File: config.mk
export PLATFORM = sky130hd
export DESIGN_NAME = exponent_difference
export DESIGN_NICKNAME = d
export VERILOG_FILES = /design/src/rtl/exponent_difference.sv
export SDC_FILE = /design/constraint.sdc
export NUM_CORES = 1
export LEC_CHECK = 0
export ABC_AREA = 1
export CORE_MARGIN = 2
export CORE_UTILIZATION = 51
export CTS_BUF_LIST = sky130_fd_sc_hd__clkbuf_4 sky130_fd_sc_hd__clkbuf_8
export CTS_CLUSTER_DIAMETER = 80
export CTS_CLUSTER_SIZE = 25
export DETAILED_ROUTE_END_ITERATION = 16
export PLACE_DENSITY = 0.84
export SYNTH_ARGS = -nofsm -noshare
export SYNTH_HDL_FRONTEND = slang
export SYNTH_SLANG_ARGS = --single-unit
export TNS_END_PERCENT = 100
File: constraint.sdc
create_clock -name clk -period 2.1 [get_ports clk]
set_clock_uncertainty 0.1 [all_clocks]
set_input_delay 0.42 -clock clk [delete_from_list [all_inputs] [get_ports clk]]
set_output_delay 0.42 -clock clk [all_outputs]
set_load 0.02 [all_outputs]
File: src/rtl/exponent_difference.sv
// Exponent comparison stage of the HUB floating-point adder.
// Registers Ex-Ey, order flag, magnitude and saturated shift amount.
module exponent_difference #(
  parameter  int E  = 8,
  parameter  int M  = 23,
  localparam int SW = $clog2(M + 3)
) (
  input  logic          clk,
  input  logic          rst_n,
  input  logic          in_valid,
  input  logic [E-1:0]  Ex,
  input  logic [E-1:0]  Ey,
  output logic          out_valid,
  output logic [E:0]    dif,
  output logic          X_greater_than_Y,
  output logic [E-1:0]  abs_dif,
  output logic [SW-1:0] shift_amt,
  output logic          shift_sat
);

  localparam int SMAX = M + 2;

  logic [E:0]    dif_c;
  logic [E-1:0]  abs_c;
  logic          sat_c;
  logic [SW-1:0] amt_c;

  // magnitude never exceeds 2^E-1, so dropping the top bit is lossless
  always_comb begin
    dif_c = {1'b0, Ex} - {1'b0, Ey};
    abs_c = E'(dif_c[E] ? -dif_c : dif_c);
    sat_c = 32'(abs_c) > SMAX;
    amt_c = sat_c ? SW'(SMAX) : SW'(abs_c);
  end

  always_ff @(posedge clk or negedge rst_n) begin
    if (!rst_n) begin
      out_valid        <= 1'b0;
      dif              <= '0;
      X_greater_than_Y <= 1'b0;
      abs_dif          <= '0;
      shift_amt        <= '0;
      shift_sat        <= 1'b0;
    end else begin
      out_valid <= in_valid;
      if (in_valid) begin
        dif              <= dif_c;
        X_greater_than_Y <= ~dif_c[E];
        abs_dif          <= abs_c;
        shift_amt        <= amt_c;
        shift_sat        <= sat_c;
      end
    end
  end

endmodule

Word level (Yosys, flattened, before mapping)
Cells that the tools add are included.
Operators by class
  add/subtract/negate cells: 2
  magnitude comparators: 1
  multiplexer cells: 2
  bitwise logic cells: 1
Operator list (number)
  subtractor 8 x 8 -> 9 bit: 1
  greater-than comparator 8 x 5 -> 1 bit, second input constant: 1
  two-way mux 8 bit: 1
  negation 8 bit: 1
  two-way mux 5 bit: 1
  NOT 1 bit: 1
Word-level totals
  flip-flop bits (word level): 25
  input port bits: 19
  output and inout bits: 25
  logic and storage cells: 12

Depth between registers and ports, before layout
  depth in word-level cells: 5
  gate-level depth with buffers: 18
  gate-level depth less buffers: 18

Worst setup path before layout
OpenSTA, ideal clock, no wires.
  path kind: input to register
  start point: input port Ex[0]
  end point: register shift_amt[4]
  library setup time: 0.121 ns
  arrival: 2.246 ns
  setup slack: -0.367 ns
  stages: 17
  buffers on the path: 0
  cell sequence: inv_1 > ha_1 > inv_1 > fa_1 > inv_1 > ha_1 > inv_1 > nor2_2 > nand3_2 > nor2_1 > nand2_1 > nand2_1 > nand2_1 > a21oi_2 > nand3_2 > nand2_2 > nand2_1
Between the ends
  word-level cells in the longest chain between the ends: 5
Ends and longest elaborated chain
  from (decl): line 11  | input logic [E-1:0] Ex,
  subtractor 8 x 8 -> 9 bit (*): line 30  | dif_c = {1'b0, Ex} - {1'b0, Ey};
  net dif_c[1]: line 23  | logic [E:0] dif_c;
  negation 8 bit: line 31  | abs_c = E'(dif_c[E] ? -dif_c : dif_c);
  two-way mux 8 bit (*): line 31
  greater-than comparator 8 x 5 -> 1 bit: line 32  | sat_c = 32'(abs_c) > SMAX;
  two-way mux 5 bit (*): line 33  | amt_c = sat_c ? SW'(SMAX) : SW'(abs_c);
  to (signal assigned): line 50  | shift_amt <= amt_c;
  to (decl): line 17  | output logic [SW-1:0] shift_amt,
The timed path passes the listed nets; every way through them passes the cells marked *.
A chain may end at the register's enable or synchronous reset.

Worst setup path in the final report
  start point: input port Ex[0]
  end point: register shift_sat
Between the ends
  word-level cells in the longest chain between the ends: 4
Ends and longest elaborated chain
  subtractor 8 x 8 -> 9 bit (*): line 30
  net dif_c[1]: line 23
  negation 8 bit: line 31
  two-way mux 8 bit (*): line 31
  greater-than comparator 8 x 5 -> 1 bit (*): line 32
  to (signal assigned): line 51  | shift_sat <= sat_c;
  to (decl): line 18  | output logic shift_sat
Marks and branches as above.

==> metrics.md <==
| Metric | Value |
|---|---|
| Avg WL per Cell | `15.6 µm` |
| Clock buffer count from CTS | `3` |
| Final Net Count | `between 300 and 400` |
| Count of yosys warnings during synthesis | `0` |
| Setup-failing EPs final | `9` |
| Initial DRC count | `between 100 and 150` |
| Routed wire length | `5.53 mm` |
| Sequential cell area fraction in the yosys report | `between 30% and 40%` |
| Cell variety after synth | `30` |
| Post-CTS clock slew at the launch and capture registers of the worst setup and hold paths | `130 ps` |
| Placed wire-length estimate after detailed placement | `slightly above 3 mm` |
| Worst setup path category | `primary input to flip-flop` |
| Initial standard-cell utilization of the core | `about 53%` |
| Most common cell after layout, fill and taps aside | `nand2_1` |
| Clock Tree Buf Depth | `2` |
| Row cnt | `20` |
| Cell at the root of the clock tree | `clkbuf_4` |
| Failing checks | `setup timing` |
| Pre-CTS worst setup slack | `-1070 ps` |
| Setup repair after global routing missed its margin | `yes` |
| Net count of the mapped netlist | `~260` |
| Minimum clock period after layout | `2520 ps` |
| Critical R2R Launch | `shift_amt[2]` |
| Power density of the placed cells | `between 700 and 800 mW/mm²` |
| Worst slew margin relative to its limit | `80.0%` |
| Final hold viol count | `0` |
| Area growth syn-to-layout | `69.0%` |
| Largest area contributor in the synthesized netlist | `dfrtp_1` |
| Antenna fix cells | `0` |
| Static power due to leakage | `0.00140 µW` |
| Area of the mapped netlist | `~0.0016 mm²` |
| Setup slack after layout | `-421 ps` |
| Pin slew with the least headroom to its limit | `301 ps` |
| Final weighted congestion in routability-driven placement | `a little under 0.9` |
| Remaining design rule violation count | `0` |
| Crit path buffers/inverters | `5` |
| Number of H-tree levels | `1` |
| Cells along the critical path | `buf_8, inv_12, ha_4, inv_2, fa_2, inv_4, ha_4, inv_2, nor2_4, nand3_2, nor2_2, nand2_1, nand2_1, nand2_2, a21oi_2, nand3_2, nand2_4, nand2_1` |
| Via/cell ratio | `between 5 and 6` |
| Worst voltage drop across the vdd grid | `0.000674 V` |
| Core area | `about 0.0030 mm²` |
| Count of fill cells added during filler insertion | `between 100 and 150` |
| Number of stages on the worst setup path | `18` |
| Crit path required time | `between 2000 and 2500 ps` |
| Smallest hold slack | `about 320 ps` |
| HP Class | `primary input to async pin` |
| Crit. Startpoint | `Ex[0]` |
| Slowest stage cell, crit path | `fa_2` |
| Largest net degree at the start of global routing | `25` |
| Pre-antenna DRT Iters | `4` |
| Worst Reg2Reg Path Length in Cells | `2` |
| Antenna violations before repair | `0` |
| Run status | `finished, violations left` |
| Most used cells in the layout excluding fill and tap cells | `nand2_1 (66), buf_4 (42), clkdlybuf4s50_1 (28), dfrtp_1 (24), nand2_2 (18)` |
| Share of cells above drive strength 1 | `a little under two fifths` |
| Slowest stage delay, CP | `just under 500 ps` |
| Syn avg cell area | `approximately 7 µm²` |
| Cell type group with the largest total delay on the critical path | `simple AND/OR/NAND/NOR gates` |
| CP arrival | `2650 ps` |
| ANT nets after route | `0` |
| Total global-route track usage | `between 20% and 30%` |
| Total overflow reported by the global router | `0` |
| Number of ports placed on the die boundary | `44` |
| Max Transition Viols Final | `0` |
| Height of the die | `about 60 µm` |
| Insertion delay of the later-clocked pin in the worst-skew pair | `about 330 ps` |
| Via count of the first global-routing pass | `1,693` |
| Port bufs | `between 40 and 50` |
| CTS tree | `yes` |
| Clock sinks | `24` |
| Upper clock frequency limit | `a little under 400 MHz` |
| Ranking of synthesized cells by area | `dfrtp_1 (37%), nand2_1 (18%), ha_1 (7.0%)` |
| Vias | `1,912` |
| Number of max-cap violations | `0` |
| Global-route wire length before repair | `between 7 and 8 mm` |
| Final period utilization | `120%` |
| Cell mode on critical path | `nand2_1` |
| Crit. End Element | `flip-flop` |
| Die area | `0.00363 mm²` |
| Total of flip-flops plus latches after synthesis | `24` |
| Area share of the largest cell type after synthesis | `a little under two fifths` |
| Kind of launch point of the worst setup path | `primary input` |
| DIE WIDTH | `around 60 µm` |
| Post-synthesis cell count | `between 200 and 250` |
| Maximum fanout encountered on the critical timing path | `4` |
logic make-up after synthesis:
kind of cell    share of synthesized area (%)
simple gates                             34.6
buf+inv                                  10.5
compound gates                           8.92
flops                                    37.2
fa+ha+maj                                8.22
xor+xnor                                0.543
layer usage:
layer | routed length [µm] | global-route usage, % | vias to the layer above
met2 | 2810 | 48.3 | 108
met1 | 2040 | 34.0 | 898
li1 | - | - | 873
met3 | 458 | 4.11 | 33
met4 | 221 | 10.2 | 0
met5 | 0 | 0 | -
flip-flops by register name (all words and copies together) (netlist names):
signal,cells
shift_sat,1
out_valid,1
dif,9
abs_dif,7
shift_amt,5
X_greater_than_Y,1
per-stage QoR:
| step | setup TNS [ps] | cells | util [%] | cell area (µm²) | total power [µW] |
|---|---|---|---|---|---|
| after floorplan | -1680 | 227 | - | 1640 | 1020 |
| after global placement | -13360 | 346 | 78.6 | 2380 | 1390 |
| after detailed placement | -14250 | 346 | 78.6 | 2380 | 1410 |
| after CTS | -622 | 353 | 86.8 | 2630 | 1830 |
| after global routing | -3060 | 355 | 90.0 | 2730 | 2030 |
| final | -2550 | 355 | 90.0 | 2730 | 1940 |
layout make-up:
type / instances / area, µm² / area share (%)
multi-input combinational: 162 / 1090 / 40.1
clock inverter: 1 / 30.0 / 1.10
clock buffer: 3 / 22.5 / 0.826
sequential: 24 / 601 / 22.0
timing repair buffer: 86 / 773 / 28.4
inverter: 35 / 151 / 5.56
tap: 44 / 55.1 / 2.02
final timing paths:
path                           endpoint  slack, ps
setup / recovery              shift_sat       -420
hold / removal                   dif[1]        320
setup reg to reg           shift_amt[2]       1180
hold reg to reg                  dif[3]        400
max in group asynchronous    abs_dif[6]       1350
min in group clk                 dif[3]        400
where the power goes:
part / internal (µW) / leakage (µW) / switching, µW
sequential: 540 / 0.000287 / 48.3
clock: 193 / 0.0000279 / 149
combinational: 469 / 0.00108 / 544
cell usage after synthesis:
master	n
a21oi_1	6
o21ai_0	11
fa_1	1
clkbuf_1	3
nand2_4	1
nand4_1	3
nand3_2	2
o21bai_1	1
o21a_1	1
nand3_1	18
dfrtp_1	24
buf_4	1
a31oi_1	1
nor2_1	10
buf_2	1
xor2_1	1
ha_1	9
nor2_2	4
a21o_1	1
inv_1	29
inv_2	4
nand2_2	9
inv_4	1
buf_6	1
a21oi_2	2
clkinv_1	1
a21boi_0	1
nand2_1	78
o21ai_1	1
or2_2	1
repair_timing:
item,in CTS,in global routing
hold buffers,0,0
endpoints found under the setup margin,17,13
setup buffers,3,2
resized for setup,53,28
pin swaps,22,13
cloned,0,0
Power figures use the tool's default switching activity.
